<file path="src/rtl/rotary_entry_sequencer_pkg.sv">
// Shared widths and state encodings for the rotary-encoder operand entry sequencer.
// The raw encodings are the values seen on the state port and on the LEDs.
package rotary_pkg;

  localparam int OPW  = 7;
  localparam int SUMW = 8;

  localparam logic [2:0] ST_IDLE = 3'd0;
  localparam logic [2:0] ST_L1HI = 3'd1;
  localparam logic [2:0] ST_L1LO = 3'd2;
  localparam logic [2:0] ST_L2HI = 3'd3;
  localparam logic [2:0] ST_L2LO = 3'd4;
  localparam logic [2:0] ST_LCIN = 3'd5;
  localparam logic [2:0] ST_SHOW = 3'd6;

  typedef enum logic [2:0] {
    S_IDLE = ST_IDLE,
    S_L1HI = ST_L1HI,
    S_L1LO = ST_L1LO,
    S_L2HI = ST_L2HI,
    S_L2LO = ST_L2LO,
    S_LCIN = ST_LCIN,
    S_SHOW = ST_SHOW
  } state_e;

endpackage

</file>
<file path="src/rtl/rotary_entry_sequencer_if.sv">
// Operand/sum bus between the entry sequencer and the external combinational adder.
interface rotary_entry_sequencer_if;
  import rotary_pkg::*;

  logic [OPW-1:0]  num1;
  logic [OPW-1:0]  num2;
  logic            cin;
  logic [SUMW-1:0] sum_in;

  modport master (output num1, output num2, output cin, input sum_in);
  modport slave  (input num1, input num2, input cin, output sum_in);
endinterface

</file>
<file path="src/rtl/rotary_entry_sequencer_quad_step_detect.sv">
// Quadrature-to-step converter: synchronizes the encoder phases and emits one
// forward or back pulse per detent, taken on the rising edge of the 11 "event".
module quad_step_detect #(
  parameter int   SYNC_STAGES = 2,
  parameter logic FWD_DIR     = 1'b1
) (
  input  logic clk,
  input  logic rst_n,
  input  logic rot_a,
  input  logic rot_b,
  output logic step_fwd,
  output logic step_back
);

  logic [SYNC_STAGES-1:0] sync_a_q, sync_a_d;
  logic [SYNC_STAGES-1:0] sync_b_q, sync_b_d;
  logic evt_q, evt_d;
  logic dir_q, dir_d;
  logic prev_evt_q, prev_evt_d;
  logic a_s, b_s;
  logic step;

  assign a_s = sync_a_q[SYNC_STAGES-1];
  assign b_s = sync_b_q[SYNC_STAGES-1];

  always_comb begin
    sync_a_d   = {sync_a_q[SYNC_STAGES-2:0], rot_a};
    sync_b_d   = {sync_b_q[SYNC_STAGES-2:0], rot_b};
    evt_d      = evt_q;
    dir_d      = dir_q;
    prev_evt_d = evt_q;
    if (a_s && b_s) begin
      evt_d = 1'b1;
    end else if (!a_s && !b_s) begin
      evt_d = 1'b0;
    end else begin
      // 01 -> direction 1, 10 -> direction 0; the event flag holds through chatter
      dir_d = b_s;
    end
  end

  always_ff @(posedge clk or negedge rst_n) begin
    if (!rst_n) begin
      sync_a_q   <= '0;
      sync_b_q   <= '0;
      evt_q      <= 1'b0;
      dir_q      <= 1'b0;
      prev_evt_q <= 1'b0;
    end else begin
      sync_a_q   <= sync_a_d;
      sync_b_q   <= sync_b_d;
      evt_q      <= evt_d;
      dir_q      <= dir_d;
      prev_evt_q <= prev_evt_d;
    end
  end

  assign step      = evt_q & ~prev_evt_q;
  assign step_fwd  = step & (dir_q == FWD_DIR);
  assign step_back = step & (dir_q != FWD_DIR);

endmodule

</file>
<file path="src/rtl/rotary_entry_sequencer.sv">
// Operand entry FSM for the rotary-encoder adder: loads num1/num2/cin from the
// slide switches on forward detents and captures the adder sum in SHOW.
//
// state | meaning
// IDLE  | waiting; next forward step clears operands
// L1HI  | next forward step loads num1[6:4]
// L1LO  | next forward step loads num1[3:0]
// L2HI  | next forward step loads num2[6:4]
// L2LO  | next forward step loads num2[3:0]
// LCIN  | next forward step loads cin
// SHOW  | sum captured once, shown on LEDs
module rotary_entry_sequencer
  import rotary_pkg::*;
#(
  parameter int   SYNC_STAGES = 2,
  parameter logic FWD_DIR     = 1'b1
) (
  input  logic                             clk,
  input  logic                             rst_n,
  input  logic                             ROT_A,
  input  logic                             ROT_B,
  input  logic [3:0]                       holder,
  rotary_entry_sequencer_if.master         add_bus,
  output logic [2:0]                       state,
  output logic [SUMW-1:0]                  result_q,
  output logic                             result_valid,
  output logic [7:0]                       led
);

  logic step_fwd, step_back;

  state_e          state_q, state_d;
  logic [OPW-1:0]  num1_q, num1_d;
  logic [OPW-1:0]  num2_q, num2_d;
  logic            cin_q, cin_d;
  logic [SUMW-1:0] result_d;
  logic            result_valid_q, result_valid_d;

  quad_step_detect #(
    .SYNC_STAGES (SYNC_STAGES),
    .FWD_DIR     (FWD_DIR)
  ) u_step (
    .clk       (clk),
    .rst_n     (rst_n),
    .rot_a     (ROT_A),
    .rot_b     (ROT_B),
    .step_fwd  (step_fwd),
    .step_back (step_back)
  );

  always_comb begin
    state_d        = state_q;
    num1_d         = num1_q;
    num2_d         = num2_q;
    cin_d          = cin_q;
    result_d       = result_q;
    result_valid_d = result_valid_q;

    case (state_q)
      S_IDLE, S_L1HI, S_L1LO, S_L2HI, S_L2LO, S_LCIN, S_SHOW: begin
        if (step_fwd) begin
          case (state_q)
            S_IDLE: begin
              num1_d  = '0;
              num2_d  = '0;
              cin_d   = 1'b0;
              state_d = S_L1HI;
            end
            S_L1HI: begin
              num1_d[6:4] = holder[2:0];
              state_d     = S_L1LO;
            end
            S_L1LO: begin
              num1_d[3:0] = holder;
              state_d     = S_L2HI;
            end
            S_L2HI: begin
              num2_d[6:4] = holder[2:0];
              state_d     = S_L2LO;
            end
            S_L2LO: begin
              num2_d[3:0] = holder;
              state_d     = S_LCIN;
            end
            S_LCIN: begin
              cin_d   = holder[0];
              state_d = S_SHOW;
            end
            default: state_d = S_IDLE;
          endcase
        end else if (step_back && state_q != S_IDLE) begin
          state_d = state_e'(state_q - 3'd1);
        end
      end
      default: state_d = S_IDLE;
    endcase

    // Capture one cycle after entering SHOW so the adder sees the registered operands
    if (state_q == S_SHOW && !result_valid_q) begin
      result_d       = add_bus.sum_in;
      result_valid_d = 1'b1;
    end
    if (state_q == S_SHOW && (step_fwd || step_back)) begin
      result_valid_d = 1'b0;
    end
  end

  always_ff @(posedge clk or negedge rst_n) begin
    if (!rst_n) begin
      state_q        <= S_IDLE;
      num1_q         <= '0;
      num2_q         <= '0;
      cin_q          <= 1'b0;
      result_q       <= '0;
      result_valid_q <= 1'b0;
    end else begin
      state_q        <= state_d;
      num1_q         <= num1_d;
      num2_q         <= num2_d;
      cin_q          <= cin_d;
      result_q       <= result_d;
      result_valid_q <= result_valid_d;
    end
  end

  assign add_bus.num1 = num1_q;
  assign add_bus.num2 = num2_q;
  assign add_bus.cin  = cin_q;
  assign state        = state_q;
  assign result_valid = result_valid_q;
  assign led          = result_valid_q ? result_q : {5'b0, state_q};

endmodule

</file>
<file path="src/flat_wrapper.sv">
// flat-port wrapper written by rule: the top's interface ports become plain ports
module rotary_entry_sequencer_flat import rotary_pkg::*;
#(
  parameter int   SYNC_STAGES = 2,
  parameter logic FWD_DIR     = 1'b1
)
  (clk, rst_n, ROT_A, ROT_B, holder, state, result_q, result_valid, led, add_bus_num1, add_bus_num2, add_bus_cin, add_bus_sum_in);
  rotary_entry_sequencer_if add_bus_i ();
  input  logic clk;
  input  logic rst_n;
  input  logic ROT_A;
  input  logic ROT_B;
  input  logic [3:0] holder;
  output logic [2:0] state;
  output logic [SUMW-1:0] result_q;
  output logic result_valid;
  output logic [7:0] led;
  output wire logic [$bits(add_bus_i.num1)-1:0] add_bus_num1;
  output wire logic [$bits(add_bus_i.num2)-1:0] add_bus_num2;
  output wire logic [$bits(add_bus_i.cin)-1:0] add_bus_cin;
  input wire logic [$bits(add_bus_i.sum_in)-1:0] add_bus_sum_in;
  assign add_bus_num1 = add_bus_i.num1;
  assign add_bus_num2 = add_bus_i.num2;
  assign add_bus_cin = add_bus_i.cin;
  assign add_bus_i.sum_in = add_bus_sum_in;
  rotary_entry_sequencer #(.SYNC_STAGES(SYNC_STAGES), .FWD_DIR(FWD_DIR)) u_core (.clk(clk), .rst_n(rst_n), .ROT_A(ROT_A), .ROT_B(ROT_B), .holder(holder), .add_bus(add_bus_i), .state(state), .result_q(result_q), .result_valid(result_valid), .led(led));
endmodule
</file>
<file path="config.mk">
export PLATFORM = sky130hd
export DESIGN_NAME = rotary_entry_sequencer_flat
export DESIGN_NICKNAME = d
export VERILOG_FILES = /design/src/rtl/rotary_entry_sequencer_pkg.sv /design/src/rtl/rotary_entry_sequencer_if.sv /design/src/rtl/rotary_entry_sequencer_quad_step_detect.sv /design/src/rtl/rotary_entry_sequencer.sv /design/src/flat_wrapper.sv
export SDC_FILE = /design/constraint.sdc
export NUM_CORES = 1
export LEC_CHECK = 0
export ABC_AREA = 1
export CORE_ASPECT_RATIO = 0.9
export CORE_MARGIN = 4
export CORE_UTILIZATION = 44
export CTS_BUF_LIST = sky130_fd_sc_hd__clkbuf_2 sky130_fd_sc_hd__clkbuf_4 sky130_fd_sc_hd__clkbuf_8
export DETAILED_ROUTE_END_ITERATION = 7
export PLACE_DENSITY_LB_ADDON = 0.2
export SLEW_MARGIN = 15
export SYNTH_ARGS = -nofsm -noshare
export SYNTH_HDL_FRONTEND = slang
export SYNTH_SLANG_ARGS = --single-unit
</file>
<file path="constraint.sdc">
create_clock -name clk -period 1.5 [get_ports clk]
set_input_delay 0.375 -clock clk [delete_from_list [all_inputs] [get_ports clk]]
set_output_delay 0.375 -clock clk [all_outputs]
set_load 0.02 [all_outputs]
</file>
==> out/qor.txt <==
routed wire length - 4.24 mm
Min Hold Slack - 350 ps
Final setup viols - 2
pin count of the biggest net entering global routing - 35
Critical Path RT - 1120 ps
reg-to-reg setup timing slack - 50 ps
gr usage total - 0.187
commonest non-fill, non-tap cell in the layout - nand2_1
Yosys top cell by area - dfrtp_1
global-route wire length before repair - 6.79 mm
crit path capture type - primary output
root buffer cell - clkbuf_8
Via Count - 1513
DRC viols - 0
number of global-route vias before repair - 1447
Critical Path, Cell by Cell - buf_6, buf_6, nand2_2, inv_2, buf_6
failing checks - negative setup slack
Mapped Area - 0.00169 mm²
H-tree level count - 2
Most Frequent Cell on Critical Path - buf_6
Die X - 73.3 µm
number of vias per cell - 4.76
most frequent cells in the layout - nand2_1, dfrtp_1, inv_1, dlygate4sd2_1, buf_4
status - complete, but fails checks
Final period util - 1.02
RR Endpoint - u_core.result_q[0]$_DFFE_PN0P_
#FFs+latches synth - 34
RSZ-0062 raised after global routing - yes
share of layout cells above drive strength 1 - 0.331
Post-Layout Cell Count - 318
Hold Buf Count CTS - 0
FF-to-FF path depth - 7
fill cell count - 301
Synth Instances - 195
final core occ - 0.694
Synth area leaders - dfrtp_1, nand2_1, inv_1
Setup TNS Final - -63.7 ps
Register Area - 855 µm²
Worst Path Arrival - 1160 ps
Detail Placement HPWL - 2.81 mm
placed insts - 300
worst min path class - flip-flop to flip-flop
Remaining Overflow, GRT - 0
Synth cell types - 24
clk slew on worst S/H paths - 60 ps
Slew HR - 0.797
CORE AREA - 0.00370 mm²
crit path launch - u_core.result_valid$_DFFE_PN0P_
Cell Pwr Density - 2100 mW/mm²
startpoint types - flip-flop
Setup CP Type - flip-flop to primary output
Final WS setup - -36.4 ps
Syn Nets - 217
Hold Vio Cnt, Final - 0
CTS tree - yes
CTS Buffer Depth - 2
measured slew at the worst slew-check pin - 302 ps
CTS Buf Count - 5
Placer Congestion - 0.865
worst skew pair latency - 290 ps
post-route ant nets - 0
total power - 5390 µW
Synth top area share - 0.503
Die Y - 66.8 µm
Max IR drop VDD - 1.28 mV
CP delay by family, top - flip-flops
Synth Warn # - 0
initial antenna violation count - 0
leakage power - 0.00141 µW
DR iter-0 viols - 78
worst clock skew - 4.71 ps
# rows - 21
sequential element share of the synthesized area - 0.503
Final Max Tran Viols - 0
syn_area_per_cell - 8.67 µm²
CP max FO - 3
I/O pin total - 51
# diodes - 0
maximum clock rate - 651 MHz
clk sink count - 34
launch point of the worst reg-to-reg path - u_core.result_valid$_DFFE_PN0P_
Tmin final - 1540 ps
critical path depth - 5
MaxCap Viol Count - 0
Pre-antenna DRT Iters - 4
Die Area - 0.00490 mm²
Bufs and invs on worst path - 4
Area Growth Syn to Fin - 52.1%
area occupied by multi-input gates - 751 µm²
port buffer count - 50
crit path to - led[6]
WL/cell - 13.3 µm
Final nets - 293
CP peak stage delay - 430 ps
Max stage delay cell, worst path - dfrtp_2
Initial Util - 0.456
## cells by family after synthesis
logic type,after synthesis,synth area share
and+or+nand+nor,90,0.246
DFF,34,0.503
muxes,1,0.00666
adders and majority gates,6,0.0444
buffers and inverters,39,0.104
AOI/OAI and AO/OA,25,0.0962
## metal layers
metal  vias to the layer above  share of wire  GRT usage
li1                        765              -          -
met1                       703           0.44      0.243
met2                        40           0.49      0.290
met3                         5          0.061     0.0633
met4                         0         0.0073     0.0611
met5                         -              0          0
## metrics by stage
step                cell area, µm²  setup WS (ps)
floorplan                     1690           1.54
global placement              2320           -224
detailed placement            2320           -250
CTS                           2470           -108
global route                  2570          -71.0
finish                        2570          -36.4
## registers in the layout, summed over array words and instances, names as in the netlist
name,cells
u_core.result_q,8
u_core.add_bus.num1,7
u_core.add_bus.num2,7
u_core.state,3
u_core.u_step.sync_a_q,2
u_core.u_step.sync_b_q,2
u_core.add_bus.cin,1
u_core.result_valid,1
u_core.u_step.dir_q,1
u_core.u_step.evt_q,1
u_core.u_step.prev_evt_q,1
## worst min-delay path by stage
| stage | startpoint | to | slack (ps) | depth (start not counted) |
|---|---|---|---|---|
| floorplan | rst_n | u_core.add_bus.cin$_DFFE_PN0P_ | 80 | 0 |
| global placement | u_core.u_step.sync_a_q[0]$_DFF_PN0_ | u_core.u_step.sync_a_q[1]$_DFF_PN0_ | 330 | 0 |
| detailed placement | u_core.u_step.sync_a_q[0]$_DFF_PN0_ | u_core.u_step.sync_a_q[1]$_DFF_PN0_ | 340 | 0 |
| CTS | u_core.u_step.sync_a_q[0]$_DFF_PN0_ | u_core.u_step.sync_a_q[1]$_DFF_PN0_ | 350 | 0 |
| global route | u_core.u_step.sync_b_q[0]$_DFF_PN0_ | u_core.u_step.sync_b_q[1]$_DFF_PN0_ | 380 | 0 |
| finish | u_core.u_step.sync_a_q[0]$_DFF_PN0_ | u_core.u_step.sync_a_q[1]$_DFF_PN0_ | 350 | 0 |
## Yosys cell counts, drive strengths merged
cell type	n
clkbuf	1
nand2	61
mux2	1
or2	2
dfrtp	34
ha	6
a21oi	4
nor3	1
inv	34
nor2	4
o21ai	21
nand4	7
buf	4
nand3	15
## worst reg2reg max path: cells and delay by family, from the launching register on
kind | cells | cell delay (ps)
DFF | 1 | 430
and+or+nand+nor | 2 | 340
buffers and inverters | 4 | 520
AOI/OAI and AO/OA | 1 | 50
## cell type report
cell class                 count  share of cell area
multi-input combinational    122               0.292
timing repair buffer          74               0.266
sequential                    34               0.332
clock inverter                 1             0.00195
clock buffer                   7              0.0350
inverter                      34              0.0506
tap                           46              0.0224
## repair_timing
item,4_1_cts,5_1_grt
endpoints found under the hold margin,0,0
gates cloned,1,0
setup endpoints to repair,43,25
resized for setup,86,38
pin swaps,3,7
setup buffers,6,3
## report_power, final
| group | internal [µW] | switching, µW | leakage [µW] |
|---|---|---|---|
| sequential | 1260 | 229 | 0.000423 |
| clock | 388 | 317 | 0.0000517 |
| combinational | 1400 | 1800 | 0.000936 |
No activity file was read; power rests on OpenSTA's default activity.
